File: src/rtl/alu_seq.sv
// rtl/alu_seq.sv - accumulator/status sequencer driving a combinational ALU
//
// Ports:
//   clk, rst_n                      clock, asynchronous active-low reset
//   req_valid/req_ready             operation handshake (accept = valid && ready)
//   req_kind, req_operand           operation code and memory operand M
//   p_load_en/p_load_data           direct P write, IDLE only
//   a_load_en/a_load_data           direct A write, IDLE only (updates N/Z)
//   alu_reg_a/b, alu_op,            registered ALU drive
//   alu_carry_in, alu_decimal_mode
//   alu_hold_reg, alu_carry_out,    ALU result inputs
//   alu_overflow
//   acc, status, done               A, P (NV1BDIZC), commit pulse
module alu_seq (
  input  logic       clk,
  input  logic       rst_n,
  input  logic       req_valid,
  output logic       req_ready,
  input  logic [3:0] req_kind,
  input  logic [7:0] req_operand,
  input  logic       p_load_en,
  input  logic [7:0] p_load_data,
  input  logic       a_load_en,
  input  logic [7:0] a_load_data,
  output logic [7:0] alu_reg_a,
  output logic [7:0] alu_reg_b,
  output logic [4:0] alu_op,
  output logic       alu_carry_in,
  output logic       alu_decimal_mode,
  input  logic [7:0] alu_hold_reg,
  input  logic       alu_overflow,
  input  logic       alu_carry_out,
  output logic [7:0] acc,
  output logic [7:0] status,
  output logic       done
);

  localparam logic [4:0] OP_NONE = 5'b00000;
  localparam logic [4:0] OP_SUM  = 5'b10000;
  localparam logic [4:0] OP_AND  = 5'b01000;
  localparam logic [4:0] OP_OR   = 5'b00100;
  localparam logic [4:0] OP_EOR  = 5'b00010;
  localparam logic [4:0] OP_SR   = 5'b00001;

  localparam logic [3:0] K_ADC = 4'd0,  K_SBC = 4'd1,  K_AND = 4'd2,  K_ORA = 4'd3;
  localparam logic [3:0] K_EOR = 4'd4,  K_CMP = 4'd5,  K_ASL = 4'd6,  K_LSR = 4'd7;
  localparam logic [3:0] K_ROL = 4'd8,  K_ROR = 4'd9,  K_INC = 4'd10, K_DEC = 4'd11;

  typedef enum logic [1:0] {IDLE, S1, S2} state_t;

  state_t     state;
  logic [7:0] a_reg;
  logic [7:0] p_reg;
  logic [3:0] kind_q;
  logic [7:0] m_q;
  logic [7:0] a0_q;
  logic       c1_q;

  logic       accept;
  logic [7:0] a_src;
  logic [7:0] s1_a;
  logic [7:0] s1_b;
  logic [4:0] s1_op;
  logic       two_step;
  logic [7:0] res;
  logic [7:0] b_eff;
  logic       wr_a;
  logic [7:0] p_next;
  logic       unused_ok;

  assign req_ready        = (state == IDLE) && !p_load_en;
  assign accept           = req_valid && req_ready;
  assign acc              = a_reg;
  assign status           = p_reg | 8'h20;
  assign alu_carry_in     = p_reg[0];
  assign alu_decimal_mode = 1'b0;
  assign unused_ok        = alu_overflow;

  // An A load coincident with an accept is applied first, so the op sees it.
  assign a_src = a_load_en ? a_load_data : a_reg;

  assign two_step = (kind_q == K_ADC) || (kind_q == K_SBC) ||
                    (kind_q == K_ROL) || (kind_q == K_ROR);

  // First-step ALU drive, decoded from the incoming request.
  always_comb begin
    s1_a  = a_src;
    s1_b  = 8'h00;
    s1_op = OP_NONE;
    case (req_kind)
      K_ADC:        begin s1_b = req_operand;  s1_op = OP_SUM; end
      K_SBC, K_CMP: begin s1_b = ~req_operand; s1_op = OP_SUM; end
      K_AND:        begin s1_b = req_operand;  s1_op = OP_AND; end
      K_ORA:        begin s1_b = req_operand;  s1_op = OP_OR;  end
      K_EOR:        begin s1_b = req_operand;  s1_op = OP_EOR; end
      K_ASL, K_ROL: begin s1_b = a_src;        s1_op = OP_SUM; end
      K_LSR, K_ROR: begin                      s1_op = OP_SR;  end
      K_INC:        begin s1_b = 8'h01;        s1_op = OP_SUM; end
      K_DEC:        begin s1_b = 8'hFF;        s1_op = OP_SUM; end
      default:      begin s1_a = 8'h00; end
    endcase
  end

  // Commit values from the final step's ALU result.
  always_comb begin
    res    = alu_hold_reg;
    b_eff  = (kind_q == K_SBC) ? ~m_q : m_q;
    wr_a   = 1'b0;
    p_next = p_reg;
    case (kind_q)
      K_ADC, K_SBC: begin
        wr_a      = 1'b1;
        p_next[0] = c1_q | alu_carry_out;
        // Overflow from operand/result signs: per-step ALU V is meaningless here.
        p_next[6] = ~(a0_q[7] ^ b_eff[7]) & (a0_q[7] ^ res[7]);
      end
      K_AND, K_ORA, K_EOR, K_INC, K_DEC: wr_a = 1'b1;
      K_CMP: begin
        // ALU produced A0 + ~M; the +1 of the subtraction is added here.
        res       = alu_hold_reg + 8'h01;
        p_next[0] = alu_carry_out | (&alu_hold_reg);
      end
      K_ASL: begin wr_a = 1'b1; p_next[0] = alu_carry_out; end
      K_LSR, K_ROR: begin wr_a = 1'b1; p_next[0] = a0_q[0]; end
      K_ROL: begin wr_a = 1'b1; p_next[0] = a0_q[7]; end
      default: ;
    endcase
    if (kind_q <= K_DEC) begin
      p_next[7] = res[7];
      p_next[1] = (res == 8'h00);
    end
  end

  always_ff @(posedge clk or negedge rst_n) begin
    if (!rst_n) begin
      state     <= IDLE;
      a_reg     <= 8'h00;
      p_reg     <= 8'h20;
      kind_q    <= 4'h0;
      m_q       <= 8'h00;
      a0_q      <= 8'h00;
      c1_q      <= 1'b0;
      alu_reg_a <= 8'h00;
      alu_reg_b <= 8'h00;
      alu_op    <= OP_NONE;
      done      <= 1'b0;
    end else begin
      done <= 1'b0;
      case (state)
        IDLE: begin
          if (p_load_en) begin
            p_reg <= p_load_data;
          end else if (a_load_en) begin
            p_reg[7] <= a_load_data[7];
            p_reg[1] <= (a_load_data == 8'h00);
          end
          if (a_load_en) a_reg <= a_load_data;
          if (accept) begin
            kind_q    <= req_kind;
            m_q       <= req_operand;
            a0_q      <= a_src;
            alu_reg_a <= s1_a;
            alu_reg_b <= s1_b;
            alu_op    <= s1_op;
            state     <= S1;
          end
        end
        S1: begin
          if (two_step) begin
            c1_q      <= alu_carry_out;
            alu_reg_a <= alu_hold_reg;
            alu_reg_b <= (kind_q == K_ROR) ? {p_reg[0], 7'b0} : {7'b0, p_reg[0]};
            alu_op    <= (kind_q == K_ROR) ? OP_OR : OP_SUM;
            state     <= S2;
          end else begin
            if (wr_a) a_reg <= res;
            p_reg     <= p_next;
            done      <= 1'b1;
            alu_reg_a <= 8'h00;
            alu_reg_b <= 8'h00;
            alu_op    <= OP_NONE;
            state     <= IDLE;
          end
        end
        default: begin
          if (wr_a) a_reg <= res;
          p_reg     <= p_next;
          done      <= 1'b1;
          alu_reg_a <= 8'h00;
          alu_reg_b <= 8'h00;
          alu_op    <= OP_NONE;
          state     <= IDLE;
        end
      endcase
    end
  end

endmodule

File: config.mk
export PLATFORM = sky130hd
export DESIGN_NAME = alu_seq
export DESIGN_NICKNAME = d
export VERILOG_FILES = /design/src/rtl/alu_seq.sv
export SDC_FILE = /design/constraint.sdc
export NUM_CORES = 1
export LEC_CHECK = 0
export CORE_MARGIN = 10
export CORE_UTILIZATION = 45
export DETAILED_ROUTE_END_ITERATION = 16
export PLACE_DENSITY = 0.75
export SYNTH_ARGS = -nofsm -noshare
export SYNTH_HDL_FRONTEND = slang
export SYNTH_SLANG_ARGS = --single-unit
File: constraint.sdc
create_clock -name clk -period 4.2 [get_ports clk]
set_input_delay 0.63 -clock clk [delete_from_list [all_inputs] [get_ports clk]]
set_output_delay 0.63 -clock clk [all_outputs]
set_load 0.01 [all_outputs]
==> flow_metrics.py <==
metrics = {
    "outcome": {
        "outcome": "completed",
    },
    "sta": {
        "final.setup.tns_ps": 0,
        "period_share": 0.6112,
        "maxSlewHeadroom": 0.2904,
        "fin_skew_ps": 10.71,
        "worstMarginPinSlew_ps": 1064,
        "clock.fmax_mhz": 389.5,
        "final-max-slew-violation-count": 0,
        "fin_ws_ps": 1633,
        "hold_viol": 0,
        "finalCriticalPeriod_ps": 2567,
        "grt_setup_unrepaired": "no",
        "setup_viol": 0,
    },
    "cells_and_area": {
        "layout_commonest_cell": "clkdlybuf4s50_1",
        "fin_nets": 463,
        "n_antenna_cell": 0,
        "final_cell_mix": "clkdlybuf4s50_1 (78), dfrtp_1 (47), nand2_1 (37)",
        "layout-drive-gt1-share": 0.09762,
        "syn2layout_area_growth_pct": 25.32,
        "fillers": 636,
        "finalInstanceArea_um2": 3994,
    },
    "power_and_ir_drop": {
        "pwr-share-clk": 0.190,
        "combPwrFrac": 0.395,
        "p_per_area_nw_per_um2": 388.0,
        "irDropWorstVdd_mv": 0.1657,
        "p_switching_mw": 0.5523,
        "power_leakage_nw": 1.613,
        "internal_power_mw": 0.9971,
        "p_seq_frac": 0.415,
        "sw_frac_of_total": 0.3565,
    },
    "routing": {
        "antenna_left": 0,
        "vias": 3010,
        "routedWlPerCell_um": 18.02,
        "routed_via_density": 5.833,
        "drt_wl_total_um": 9298,
        "drc_errors": 0,
        "firstDrtPassIters": 5,
        "drt_iter0_drc": 224,
    },
    "critical_path": {
        "critical-path-max-stage-delay_ps": 590,
        "critPathBufInv": 2,
        "cp_slowest_cell": "clkdlybuf4s50_1",
        "cp.arrival_ps": 1940,
        "criticalPathCategory": "in2out",
        "worstPathCellList": "clkdlybuf4s50_1 > nor2_1 > clkdlybuf4s50_1",
        "path_delay_family": "buffers and inverters",
        "cp-start-kind": "input pin",
        "cp-end-kind": "output port",
        "cp_max_fo": 8,
        "crit_required_ps": 3570,
        "crit_top_cell": "clkdlybuf4s50_1",
    },
    "global_routing": {
        "first_global_vias": 2931,
        "antenna_found_initial": 0,
        "grt_max_degree": 48,
        "grt_util_all_layers": 0.1697,
        "grt_pass1_wl_um": 15390,
        "overflow": 0,
    },
    "floorplan": {
        "dieWidth_um": 104.2,
        "fp.dieH_um": 104.2,
        "rows": 30,
        "ios": 84,
        "core_area_um2": 6832,
        "start_util": 0.4665,
        "die_area_um2": 10850,
    },
    "run": {
        "drv_cap": 0,
    },
    "yosys": {
        "async_flop_share": 1.000,
        "synth_area_um2": 3187,
        "synth_ff_type": "dfrtp_1",
        "ys_ff_latch": 47,
        "synth_cells": 364,
        "postSynthAreaPerCell_um2": 8.755,
        "seq_area_frac_synth": 0.3691,
        "synth_nets": 408,
        "synth-edff-count": 0,
        "ys_types": 64,
        "yosys_warnings": 0,
    },
    "worst_hold_path": {
        "hp-class": "reg2reg",
    },
    "clock_network": {
        "cts_buffers": 5,
        "cts_sinks": 47,
        "post_cts_buffers": 0,
        "post_cts_resized": 0,
        "cts_tree": "done",
        "path_clk_slew_ps": 90,
        "cts_buffer_depth": 2,
        "clockRootBuffer": "clkbuf_8",
        "clock_latency_ps": 310,
        "htreeDepth": 2,
        "hold_buffers": 0,
    },
    "placed_design": {
        "dp_hpwl_um": 6934,
        "port_buffers": 79,
        "postPlaceCellArea_um2": 3895,
        "gp_congestion": 0.9110,
        "pre_cts_ws_ps": 1400,
    },
}
logic make-up after synthesis:
| logic type | count (synthesis) | synth area share |
|---|---|---|
| xor gates and xnor gates | 9 | 0.02473 |
| buffers and inverters | 42 | 0.07617 |
| muxes | 24 | 0.08324 |
| DFF | 47 | 0.3691 |
| AOI/OAI and AO/OA | 112 | 0.2328 |
| other | 2 | 0.002357 |
| adders and majority gates | 1 | 0.003926 |
| and+or+nand+nor | 127 | 0.2077 |
layer usage:
layer	global-route usage	part of all wire	routed length, µm
met5	0	0	0
met4	0.05467	0.020	189
met3	0.03717	0.063	584
met2	0.2851	0.50	4629
met1	0.2099	0.42	3895
worst reg2reg max path, delay by kind of cell (launching register included):
kind             cells  cell delay (ps)
AO/OA/AOI/OAI        1              230
AND/OR/NAND/NOR      3             1690
flip-flops           1              520
power by group through the flow:
stage                     Sequential [mW]  Combinational [mW]  Clock (mW)
after global placement              0.649               0.606           0
final                               0.644               0.612       0.294
after floorplan                     0.653               0.330           0
after CTS                           0.642               0.617       0.302
after global routing                0.661               0.662       0.322
after detailed placement            0.651               0.615           0
synth_stat cells, types with 2 or more instances:
cell type / number / area share
buf_4: 4 / 0.0094
mux2i_1: 10 / 0.031
nand4_1: 4 / 0.0079
nor2b_1: 6 / 0.012
or2_2: 2 / 0.0039
o31ai_1: 8 / 0.019
a221oi_1: 9 / 0.025
buf_6: 7 / 0.025
buf_2: 11 / 0.017
o21ai_2: 2 / 0.0055
a21oi_1: 24 / 0.038
xor2_1: 4 / 0.011
a22o_1: 7 / 0.019
o211ai_1: 2 / 0.0047
a211oi_1: 2 / 0.0047
dfrtp_1: 47 / 0.37
nand3b_1: 2 / 0.0047
o2bb2ai_1: 2 / 0.0055
and3_1: 3 / 0.0059
o21ai_0: 33 / 0.052
and2_1: 5 / 0.0098
inv_1: 8 / 0.0094
mux2_4: 2 / 0.0094
xnor2_1: 5 / 0.014
a31oi_1: 7 / 0.014
nor3_1: 5 / 0.0079
clkbuf_1: 8 / 0.0094
nor2_1: 32 / 0.038
nand3_1: 11 / 0.017
conb_1: 2 / 0.0024
a22oi_1: 6 / 0.014
mux2_2: 12 / 0.042
nand2_1: 37 / 0.044
nand2b_1: 5 / 0.0098
layout make-up:
type	count	area (µm²)	area share
multi-input combinational	275	1768	0.4427
timing repair buffer	80	793.3	0.1986
clock inverter	2	16.27	0.004073
tap	96	120.1	0.03008
sequential	47	1176	0.2945
inverter	10	37.54	0.009398
clock buffer	6	82.58	0.02068
through the flow:
stage	power, mW	util	instances	hold WS [ps]
after detailed placement	1.267	0.5701	508	478.2
after floorplan	0.9837	-	364	334.4
after global placement	1.254	0.5701	508	470.4
after CTS	1.561	0.5846	516	501.0
final	1.549	0.5846	516	491.7
after global routing	1.646	0.5846	516	531.8
worst paths after layout:
kind | slack [ps] | end | startpoint | cells after the start
setup reg to reg | 1710 | alu_reg_b[2]$_DFFE_PN0P_ | state[1]$_DFFE_PN0P_ | 4
max in group asynchronous | 3030 | p_reg[1]$_DFFE_PN0P_ | rst_n | 1
setup / recovery | 1630 | req_ready | p_load_en | 3
hold / removal | 490 | p_reg[7]$_DFFE_PN0P_ | p_reg[7]$_DFFE_PN0P_ | 1
min in group asynchronous | 500 | kind_q[0]$_DFFE_PN0P_ | rst_n | 1
hold reg to reg | 490 | p_reg[7]$_DFFE_PN0P_ | p_reg[7]$_DFFE_PN0P_ | 1
Power figures use the tool's default switching activity.
